$ cat src/rtl/btn_debounce_reader.sv
// btn_debounce_reader
//   Synchronises and debounces WIDTH raw pad inputs. Each channel yields a
//   clean level, a one-cycle rise strobe and a one-cycle fall strobe, with
//   optional per-channel press counters.
//
//   Configuration macro: BTN_DEBOUNCE_PRESS_CNT_EN
//     defined   -> per-channel press counters are built; cnt_clr clears them
//     undefined -> press_cnt is tied to 0 and cnt_clr is ignored
//
//   Ports:
//     clk        fabric clock
//     rst_n      asynchronous active-low reset
//     btn_raw    raw asynchronous pad inputs, active-high
//     cnt_clr    synchronous clear of all press counters
//     btn_state  debounced level per channel
//     btn_rise   one-cycle strobe on debounced 0->1
//     btn_fall   one-cycle strobe on debounced 1->0
//     press_cnt  press counters, channel i at [i*CNT_W +: CNT_W]
module btn_debounce_reader #(
    parameter int unsigned WIDTH         = 4,
    parameter int unsigned STABLE_CYCLES = 50000,
    parameter int unsigned CNT_W         = 8
) (
    input  logic                   clk,
    input  logic                   rst_n,
    input  logic [WIDTH-1:0]       btn_raw,
    input  logic                   cnt_clr,
    output logic [WIDTH-1:0]       btn_state,
    output logic [WIDTH-1:0]       btn_rise,
    output logic [WIDTH-1:0]       btn_fall,
    output logic [WIDTH*CNT_W-1:0] press_cnt
);

    localparam int unsigned       STAB_W    = $clog2(STABLE_CYCLES);
    localparam logic [STAB_W-1:0] STAB_LAST = STAB_W'(STABLE_CYCLES - 1);

    logic [WIDTH-1:0]             sync1_q, sync1_d;
    logic [WIDTH-1:0]             sync_q,  sync_d;
    logic [WIDTH-1:0]             state_q, state_d;
    logic [WIDTH-1:0]             rise_q,  rise_d;
    logic [WIDTH-1:0]             fall_q,  fall_d;
    logic [WIDTH-1:0][STAB_W-1:0] stab_q,  stab_d;

    always_comb begin
        sync1_d = btn_raw;
        sync_d  = sync1_q;
        state_d = state_q;
        rise_d  = '0;
        fall_d  = '0;
        stab_d  = stab_q;
        for (int unsigned i = 0; i < WIDTH; i++) begin
            if (sync_q[i] == state_q[i]) begin
                stab_d[i] = '0;
            end else if (stab_q[i] != STAB_LAST) begin
                stab_d[i] = stab_q[i] + STAB_W'(1);
            end else begin
                // Terminal count: accept the new level and strobe the edge.
                stab_d[i]  = '0;
                state_d[i] = sync_q[i];
                rise_d[i]  = sync_q[i];
                fall_d[i]  = ~sync_q[i];
            end
        end
    end

    always_ff @(posedge clk or negedge rst_n) begin
        if (!rst_n) begin
            sync1_q <= '0;
            sync_q  <= '0;
            state_q <= '0;
            rise_q  <= '0;
            fall_q  <= '0;
            stab_q  <= '0;
        end else begin
            sync1_q <= sync1_d;
            sync_q  <= sync_d;
            state_q <= state_d;
            rise_q  <= rise_d;
            fall_q  <= fall_d;
            stab_q  <= stab_d;
        end
    end

    assign btn_state = state_q;
    assign btn_rise  = rise_q;
    assign btn_fall  = fall_q;

`ifdef BTN_DEBOUNCE_PRESS_CNT_EN
    logic [WIDTH-1:0][CNT_W-1:0] press_q, press_d;

    // Counters key off rise_d so they update on the same edge as btn_rise.
    always_comb begin
        press_d = press_q;
        for (int unsigned i = 0; i < WIDTH; i++) begin
            if (cnt_clr) begin
                press_d[i] = rise_d[i] ? CNT_W'(1) : '0;
            end else if (rise_d[i]) begin
                press_d[i] = press_q[i] + CNT_W'(1);
            end
        end
    end

    always_ff @(posedge clk or negedge rst_n) begin
        if (!rst_n) begin
            press_q <= '0;
        end else begin
            press_q <= press_d;
        end
    end

    assign press_cnt = press_q;
`else
    logic unused_cnt_clr;
    assign unused_cnt_clr = cnt_clr;
    assign press_cnt      = '0;
`endif

endmodule

$ cat config.mk
export PLATFORM = sky130hd
export DESIGN_NAME = btn_debounce_reader
export DESIGN_NICKNAME = d
export VERILOG_FILES = /design/src/rtl/btn_debounce_reader.sv
export SDC_FILE = /design/constraint.sdc
export NUM_CORES = 1
export LEC_CHECK = 0
export ABC_AREA = 1
export CORE_ASPECT_RATIO = 1.25
export CORE_UTILIZATION = 64
export DETAILED_ROUTE_END_ITERATION = 8
export DONT_BUFFER_PORTS = 1
export PLACE_DENSITY = 0.8
export SETUP_SLACK_MARGIN = 0.5
export SYNTH_ARGS = -nofsm -noshare
export SYNTH_HDL_FRONTEND = slang
export SYNTH_SLANG_ARGS = --single-unit
$ cat constraint.sdc
create_clock -name clk -period 2.15 [get_ports clk]
set_clock_uncertainty 0.05 [all_clocks]
set_input_delay 0 -clock clk [delete_from_list [all_inputs] [get_ports clk]]
set_output_delay 0 -clock clk [all_outputs]
set_load 0.02 [all_outputs]
Word level (Yosys, flattened, before mapping)
Cells that the tools add are included.
{"block": "totals", "out_inout_bits": 44, "ff_bits": 84}
{"block": "classes", "eq_ne": 8, "n_mux": 24, "n_bitwise": 12, "addsub": 4, "reduce_logical": 4}
{"op": "two-way mux 16 bit", "n": 8}
{"op": "adder 16 x 1 -> 16 bit, second input constant", "n": 4}
{"op": "!= test 16 bit, second input constant", "n": 4}
{"op": "two-way mux 1 bit", "n": 16}
{"op": "NOT 1 bit", "n": 12}
{"op": "AND reduction 2 bit", "n": 4}
{"op": "equality test 1 bit", "n": 4}

Logic depth before layout (Yosys ltp)
{"block": "logic_depth", "depth_word": 3, "mapped_depth": 7}

Worst setup path before layout
OpenSTA, ideal clock, no wires.
{"block": "synth_path", "kind": "flip-flop to flip-flop", "startpoint": "register stab_q[16] in the netlist's numbering", "endpoint": "register stab_q[30] in the netlist's numbering", "t_required_ps": 2022, "path_stages_with_launch": 7, "arrival_time_ps": 1232, "path_slack_ps": 790, "setup_ps": 78, "synth_period_minus_slack_ps": 1360, "path_cell_list": "dfrtp_1 -> ha_1 -> nand3_1 -> nor2_1 -> nand2_1 -> nand2_1 -> a21oi_1"}
{"item": "start: declaration", "line_no": "42", "rtl": "logic [WIDTH-1:0][STAB_W-1:0] stab_q, stab_d;"}
{"item": "start signal: assignment", "line_no": "80", "rtl": "stab_q <= stab_d;"}

==> results.py <==
metrics = {
    "status": {
        "violations_in_the_final_reports": "hold timing",
        "run_status": "finished with violations",
    },
    "grt": {
        "first_global_vias": 3335,
        "grt_antenna_before_repair": 0,
        "grt_util_all_layers_pct": 24.64,
        "grt_pass1_wl_um": 14010,
        "grt_start_max_net_pins": 85,
        "globalRouteOverflowTotal": 0,
    },
    "finish": {
        "finalNetCount": 578,
        "share_of_the_core_filled_with_cells_pct": 70.25,
        "syn2layout_area_growth_pct": 5.911,
        "final_common_cell": "sky130_fd_sc_hd__nor2_1",
        "diode_count": 0,
        "mostFrequentLayoutCells": "152 x sky130_fd_sc_hd__nor2_1, 89 x sky130_fd_sc_hd__nand2_1, 84 x sky130_fd_sc_hd__dfrtp_1",
        "final_layout_size_suffix_gt1_share_pct": 5.070,
    },
    "worst_setup_path": {
        "startpoint_type": "flop",
        "timing.critical_path.required_ps": 2340,
        "crit_buf_inv": 0,
        "cp_slowest_stage_delay_ps": 390,
        "critical_path.cell_chain": "ha_1 > nand3_1 > nor2_1 > nand2_2 > nand2_2 > nor2_1",
        "crit-reg2reg-capture": "stab_q[8]$_DFF_PN0_",
        "cp_data_arrival_time_ps": 1690,
        "critical_path.max_fanout": 9,
        "timing.critical_path.max_delay_family": "simple AND/OR/NAND/NOR gates",
        "slowest_stage": "sky130_fd_sc_hd__dfrtp_1",
        "worstSetupPathType": "reg -> reg",
        "ff2ff_path_depth": 6,
        "timing.critical_path.to_type": "flop",
        "r2r-start": "stab_q[0]$_DFF_PN0_",
        "worst_reg2reg_setup_slack_ps": 650,
    },
    "placement": {
        "place_ws_ps": 571.1,
        "routabilityCongestion": 0.8935,
        "dp_hpwl_um": 5572,
        "portBuffers": 0,
    },
    "power_and_ir_drop": {
        "post-layout-total-power_mw": 3.099,
        "power-per-cell-area_mw_per_mm2": 667.9,
        "power.static_leakage_nw": 2.240,
        "vdd.ir_drop.worst_mv": 0.4631,
    },
    "die": {
        "starting_density_pct": 66.33,
        "die_area_mm2": 0.007183,
        "core-area_mm2": 0.006606,
        "floorplan.rows": 33,
        "die_h_um": 94.51,
        "pin_count": 51,
        "floorplan.die.width_um": 76.01,
    },
    "logic_synthesis": {
        "postSynthRegisterBits": 84,
        "synth.lib_cells_used.distinct": 23,
        "average_cell_area_after_synthesis_um2": 7.881,
        "yosys_warnings": 0,
        "syn-cell-area_mm2": 0.004382,
        "postSynthCellCount": 556,
        "synth_seq_area_share_pct": 47.97,
    },
    "sta": {
        "worst_slack_ps": 647.0,
        "timing_max_transition_violations_final": 0,
        "finalHoldViolCount": 84,
        "setup_viol_count_final": 0,
        "timing.final.crit_period_ps": 1503,
        "hold_ws_ps": -724.3,
        "finalCritPeriodShare_pct": 69.91,
        "rsz_0062_raised_after_global_routing": "false",
        "post_route_setup_tns_ps": 0,
        "timing.fmax_mhz": 665.3,
    },
    "clock_tree": {
        "cts.clk_slew.worst_paths_ps": 90,
        "clockBufferDepth": 2,
        "post_cts_buffers": 0,
        "cts_root_buffer": "sky130_fd_sc_hd__clkbuf_8",
        "clock_tree.htree_level_count": 3,
        "tritoncts": "built",
        "worst_skew_pair.late_latency_ps": 350,
        "hold_buffers": 4,
        "numCtsBuffers": 9,
        "numClockSinks": 84,
    },
    "drt": {
        "via_count": 3385,
        "drcViolationCount": 0,
        "drt_pass1_iterations": 4,
        "wire_per_inst_um": 12.15,
        "wl_um": 8010,
        "drt.antenna.violating_nets": 0,
        "drt-vias-per-instance": 5.137,
        "first_iter_violations": 136,
    },
    "min_path": {
        "holdCritPathClass": "in -> async",
    },
    "run": {
        "max_cap_violations": 0,
    },
}
stage by stage:
stage | area [um^2] | std cells
floorplan | 4498 | 587
global placement | 4352 | 639
detailed placement | 4352 | 639
CTS | 4634 | 659
global route | 4641 | 659
finish | 4641 | 659
registers in the layout, summed over array words and instances (netlist names):
register,count
btn_fall,4
sync1_q,4
stab_q,64
btn_state,4
btn_rise,4
sync_q,4
Yosys cell counts:
master,number,area (um^2)
sky130_fd_sc_hd__nor2_2,1,6.260
sky130_fd_sc_hd__nor3_1,8,40.04
sky130_fd_sc_hd__a31oi_1,6,37.54
sky130_fd_sc_hd__buf_4,32,240.2
sky130_fd_sc_hd__xnor2_1,11,96.34
sky130_fd_sc_hd__ha_1,4,50.05
sky130_fd_sc_hd__nor3b_1,1,7.510
sky130_fd_sc_hd__nand3_2,2,20.02
sky130_fd_sc_hd__a21oi_1,9,45.04
sky130_fd_sc_hd__buf_2,3,15.01
sky130_fd_sc_hd__xor2_1,23,201.4
sky130_fd_sc_hd__nand4_1,8,50.05
sky130_fd_sc_hd__nand3_1,48,240.2
sky130_fd_sc_hd__nand2_1,91,341.6
sky130_fd_sc_hd__o21bai_1,5,37.54
sky130_fd_sc_hd__or2_2,1,6.260
sky130_fd_sc_hd__nor2_1,152,570.6
sky130_fd_sc_hd__inv_1,56,210.2
sky130_fd_sc_hd__inv_2,1,3.750
sky130_fd_sc_hd__conb_1,1,3.750
sky130_fd_sc_hd__dfrtp_1,84,2102
sky130_fd_sc_hd__or2_1,3,18.77
sky130_fd_sc_hd__nand2_2,6,37.54
worst max path at each step:
stage                          from              endpoint  slack, ps  depth (start not counted)
2_1_floorplan  stab_q[16]$_DFF_PN0_  stab_q[30]$_DFF_PN0_        790                          6
3_3_place_gp   stab_q[16]$_DFF_PN0_  stab_q[30]$_DFF_PN0_        610                          6
3_5_place_dp   stab_q[16]$_DFF_PN0_  stab_q[30]$_DFF_PN0_        570                          6
4_1_cts        stab_q[16]$_DFF_PN0_  stab_q[30]$_DFF_PN0_        580                          6
5_1_grt        stab_q[16]$_DFF_PN0_  stab_q[24]$_DFF_PN0_        530                          6
6_report        stab_q[0]$_DFF_PN0_   stab_q[8]$_DFF_PN0_        650                          6
area by class of cell:
cell class | instances | area [um^2]
Clock buffer | 10 | 127.6
Clock inverter | 6 | 112.6
Fill cell | 543 | 1966
Inverter | 57 | 214.0
Multi-Input combinational cell | 411 | 1936
Sequential cell | 84 | 2102
Tap cell | 87 | 108.9
Timing Repair Buffer | 4 | 40.04
cell families (layout without fill, tap and decap cells):
group / Yosys count / after routing / synth area share, %
AOI/OAI and AO/OA: 20 / 20 / 2.741
xor gates and xnor gates: 34 / 34 / 6.796
adders and majority gates: 4 / 4 / 1.142
buffers and inverters: 92 / 77 / 10.71
DFF: 84 / 84 / 47.97
other: 1 / 32 / 0.08558
and+or+nand+nor: 321 / 321 / 30.55
power breakdown:
part / internal, mW / leakage, nW / switching (mW)
Clock: 0.774 / 0.120 / 0.570
Sequential: 1.60 / 1.15 / 0.0245
Combinational: 0.0315 / 0.974 / 0.0953
what timing repair did:
action / in CTS / in global routing
gates resized for setup: 1 / 2
setup endpoints to repair: 1 / 5
hold endpoints to repair: 88 / 84
cloned: 0 / 0
metal layers:
layer / wire length (um) / track usage, % / vias to the layer above
li1: - / - / 1688
met5: 0 / 0 / -
met3: 219 / 3.961 / 16
met2: 4168 / 44.02 / 76
met1: 3446 / 28.98 / 1605
met4: 176 / 12.66 / 0
Power figures use the tool's default switching activity.
